## config.mk

```make
export PLATFORM = sky130hd
export DESIGN_NAME = fp_cmp_pipe
export DESIGN_NICKNAME = d
export VERILOG_FILES = /design/src/rtl/fp_cmp_pipe.sv
export SDC_FILE = /design/constraint.sdc
export NUM_CORES = 1
export LEC_CHECK = 0
export CAP_MARGIN = 10
export CELL_PAD_IN_SITES_DETAIL_PLACEMENT = 0
export CELL_PAD_IN_SITES_GLOBAL_PLACEMENT = 1
export CORE_AREA = 3 3 114 116
export CTS_CLUSTER_DIAMETER = 60
export CTS_CLUSTER_SIZE = 14
export DETAILED_ROUTE_END_ITERATION = 10
export DIE_AREA = 0 0 117 119
export PLACE_DENSITY = 0.93
export SLEW_MARGIN = 5
export SYNTH_ARGS = -nofsm -noshare
export SYNTH_HDL_FRONTEND = slang
export SYNTH_SLANG_ARGS = --single-unit
```

## constraint.sdc

```tcl
create_clock -name clk -period 4.4 [get_ports clk]
set_input_delay 0.88 -clock clk [delete_from_list [all_inputs] [get_ports clk]]
set_output_delay 0.88 -clock clk [all_outputs]
set_load 0.005 [all_outputs]
```

## src/rtl/fp_cmp_pipe.sv

```systemverilog
// fp_cmp_pipe: pipelined IEEE-754 compare / min-max unit (FEQ, FLT, FLE, FMIN, FMAX) with NV flag.
module fp_cmp_pipe #(
  parameter int EXP_W = 8,
  parameter int MAN_W = 23,
  parameter int LAT = 2,
  localparam int W = 1 + EXP_W + MAN_W
) (
  input  logic         clk,
  input  logic         rst_n,
  input  logic         in_valid,
  output logic         in_ready,
  input  logic [W-1:0] a,
  input  logic [W-1:0] b,
  input  logic [2:0]   op,
  output logic         out_valid,
  input  logic         out_ready,
  output logic [W-1:0] result,
  output logic         invalid
);
  localparam logic [W-1:0] CNAN = {1'b0, {EXP_W{1'b1}}, 1'b1, {(MAN_W-1){1'b0}}};
  logic sa, sb, na, nb, sna, snb, za, zb, mlt, mgt, ltt, lt, eq, cmp, is_mm, inv;
  logic [W-1:0] mn, mx, res;
  logic [W-1:0] r [LAT];
  logic [W-1:0] rx [LAT+1];
  logic [LAT-1:0] v, n, ld;
  logic [LAT:0] vx, nx;
  assign sa = a[W-1];
  assign sb = b[W-1];
  assign na = &a[W-2:MAN_W] & |a[MAN_W-1:0];
  assign nb = &b[W-2:MAN_W] & |b[MAN_W-1:0];
  assign sna = na & !a[MAN_W-1];
  assign snb = nb & !b[MAN_W-1];
  assign za = ~|a[W-2:0];
  assign zb = ~|b[W-2:0];
  assign mlt = a[W-2:0] < b[W-2:0];
  assign mgt = a[W-2:0] > b[W-2:0];
  // ltt orders -0 below +0 (min/max); lt treats the zeros as equal (FLT/FLE)
  assign ltt = (sa != sb) ? sa : (sa ? mgt : mlt);
  assign lt = ltt & !(za & zb);
  assign eq = (a == b) | (za & zb);
  assign cmp = !na & !nb & (op[1] ? eq : (op[0] ? lt : (lt | eq)));
  assign is_mm = (op == 3'b100) | (op == 3'b101);
  assign mn = (na & nb) ? CNAN : na ? b : nb ? a : (ltt ? a : b);
  assign mx = (na & nb) ? CNAN : na ? b : nb ? a : (ltt ? b : a);
  always_comb begin
    res = (op == 3'b000 || op == 3'b001 || op == 3'b010) ? {{(W-1){1'b0}}, cmp} :
          is_mm ? (op[0] ? mx : mn) : '0;
    inv = (op == 3'b000 || op == 3'b001) ? (na | nb) :
          ((op == 3'b010) | is_mm) & (sna | snb);
  end
  // a stage may load when it or any later stage is empty, or the output drains
  for (genvar g = 0; g < LAT; g++) begin : g_ld
    assign ld[g] = out_ready | ~&v[LAT-1:g];
  end
  assign vx = {v, in_valid};
  assign nx = {n, in_valid & inv};
  always_comb begin
    rx[0] = in_valid ? res : '0;
    for (int k = 0; k < LAT; k++) rx[k+1] = r[k];
  end
  always_ff @(posedge clk or negedge rst_n)
    if (!rst_n) begin
      v <= '0;
      n <= '0;
      for (int k = 0; k < LAT; k++) r[k] <= '0;
    end else begin
      for (int k = 0; k < LAT; k++)
        if (ld[k]) begin
          v[k] <= vx[k];
          n[k] <= nx[k];
          r[k] <= rx[k];
        end
    end
  assign in_ready = rst_n & ld[0];
  assign out_valid = v[LAT-1];
  assign result = r[LAT-1];
  assign invalid = n[LAT-1];
endmodule

```

==> qor.txt <==
Max Slew Vio Count = 0
Core Footprint = 12000 um^2
Avg Inst Size Synth = 8.61 um^2
status = complete, no violations
PostCTS Resize Cnt = 0
#FFs+latches synth = 68
Post-Route Utilization = 52.2%
Final ANT Viol Nets = 0
number of antenna diodes = 0
HP Start = result[21]
Sink Count = 68
H-Tree Level Count = 3
GR Overflow Total = 0
GR met3 Demand/Resource = 3.51%
Worst EP arrival = 3890 ps
worst slack, placed = 418 ps
warnings from Yosys = 0
Most used DFF post-synth = dfrtp_1
Initial Util = 42.2%
Req. time, crit path = 4610 ps
Num CTS Buffers = 9
Synth Area in Simple Gates = 28.5%
Slowest cell on crit path = clkdlybuf4s50_1
post-synthesis xor/xnor area fraction = 0%
layout cell share with drive strength beyond 1 = 11.4%
Setup Viol. Count Final = 0
final wirelength = 14900 um
drt first pass iters = 5
Area growth, synth to finish = 23.9%
fillcell total = 1118
CP Capture Type = flip-flop
Crit Path Max Fanout = 58
most instantiated cells after synthesis = nand2_1 (114), dfrtp_1 (68), nand3_1 (53), inv_1 (36), buf_4 (35)
VDD IR max = 0.231 mV
Max Fclk = 272 MHz
Clock Pin Slew Worst Setup and Hold Paths = 50 ps
largest family of logic cells by synthesized area = simple AND/OR/NAND/NOR gates
cell with the most instances after synthesis = nand2_1
initial antenna violation count = 0
global-route wire length before repair = 24600 um
relative slew slack = 29.8%
final setup margin = 721 ps
Wirelength per Cell = 18.8 um
pwr dens = 278 nW/um^2
Synth Instances = 588
Cell variety after synth = 54
Post-Synth Adder-Cell Area = 8.15%
actual slew at the worst max-slew pin = 1050 ps
Tot GR Track Use = 22.2%
R2R Path Start = v[1]
flop2flop setup slack = 2370 ps
post-layout min period = 3680 ps
post-DP HPWL = 11000 um
nets@finish = 746
site row count = 40
io pins = 106
CP cell instances = clkdlybuf4s50_1 -> inv_1 -> ha_1 -> a21oi_1 -> a21boi_1 -> a2111oi_4 -> o2111ai_2 -> or3_4 -> a21oi_4 -> buf_12 -> or3_1 -> nand3_2
gpl congestion = 0.917
M1 GR Usage = 33.5%
DR iter-0 viols = 521
Hold EP = result[21]
detailed-route via count = 4716
CTS tree = done
chip width = 117 um
mux contribution to synthesized area = 0.198%
sequential-to-total area share from yosys stat = 33.6%
die area = 13900 um^2
DRC viols = 0
max_cap viols = 0
Setup Skew = 6.22 ps
area fraction of the dominant cell type after synthesis = 33.6%
crit-path max cell delay = 610 ps
FF-to-FF End = r[55]
Max Root-Sink Buffers = 2
final non-filler cell total = 794
P_leak = 2.90 nW
WHS Path Cells = 2
leading area contributor after synthesis = dfrtp_1
number of global-route vias before repair = 4576
Final Hold Fails = 0
power after layout = 1.75 mW
RSZ-0062 raised after global routing = false
PortBufs = 105
Die H = 119 um
drt via density = 5.94
FFs w/ async S/R, synth = 100%
Synth area leaders = dfrtp_1 (34%), nand2_1 (8.5%), ha_1 (8.2%)
worst hold path type = flip-flop to flip-flop
R2R cell count = 7
setup_tns = 0 ps
Critical Path Start Type = primary input
post-CTS setup buffer count = 0
WS Path Type = primary input to flip-flop
Root Buffer = clkbuf_16
global routing's busiest layer = met1
largest net degree at the start of global routing = 69
final period utilization = 83.6%
Post-synth EDFFs = 0
M2 GR Usage = 32.2%
hold buffers post-CTS = 0
Cells after DPL = 778
syn nets = 692
Compound-Gate Fraction of Synth Area = 18.1%
Mapped Area = 5060 um^2
Clock Latency Late Sink = 330 ps
crit path launch = b[29]
-- metal layers --
layer  wire length [um]  part of all wire, %
met1               6780                   46
met5                  0                    0
met2               6750                   45
met3               1100                  7.4
met4                267                  1.8
-- power by group --
group	internal [mW]	total, mW	switching [mW]
clock network	0.427	0.681	0.254
logic	0.166	0.382	0.215
registers	0.662	0.684	0.0222
-- logic make-up after synthesis --
group                    Yosys count
adder cells (fa/ha/maj)           33
flip-flops                        68
multiplexers                       1
buffers and inverters            109
AND/OR/NAND/NOR                  274
AO/OA/AOI/OAI                    103
-- flip-flops by register name, indices dropped and copies added (netlist names) --
signal,count
n,2
r,32
result,32
v,2
-- critical path: cells and delay by family --
kind | cells | cell delay (ps)
simple gates | 3 | 690
compound gates | 5 | 1000
fa+ha+maj | 1 | 330
buf+inv | 3 | 970
-- stage by stage --
| step | hold slack [ps] | instance area (um^2) |
|---|---|---|
| 2_1_floorplan | 440 | 5060 |
| 3_3_place_gp | 450 | 5990 |
| 3_5_place_dp | 454 | 5990 |
| 4_1_cts | 466 | 6270 |
| 5_1_grt | 480 | 6270 |
| 6_report | 462 | 6270 |
-- cells in the final DEF, fill, tap and decap left out, drive strengths merged, types with 6 or more instances in the layout --
master and instances:
o21ai 10, clkdlybuf4s50 104, inv 36, clkbuf 15, buf 12, ha 33, a21oi 14, nand3 65
or3 35, nor4 16, nand4 12, nand2 115, nor3 6, a32oi 29, nor2 10, o211ai 31
dfrtp 68
-- worst max path at each step --
stage | slack, ps | end
2_1_floorplan | 1340 | r[44]
3_3_place_gp | 490 | r[35]
3_5_place_dp | 420 | r[49]
4_1_cts | 770 | r[49]
5_1_grt | 580 | r[34]
6_report | 720 | r[42]
-- final cells by class --
type                            instances  area, um^2  area share, %
Sequential cell                        68        1700           27.1
Multi-Input combinational cell        411        2800           44.7
Inverter                               36         135           2.15
Timing Repair Buffer                  116        1170           18.6
Clock buffer                           15         278           4.43
Clock inverter                          1        5.00         0.0798
Tap cell                              147         184           2.93
Note: power is estimated with default switching activity, not from simulation.
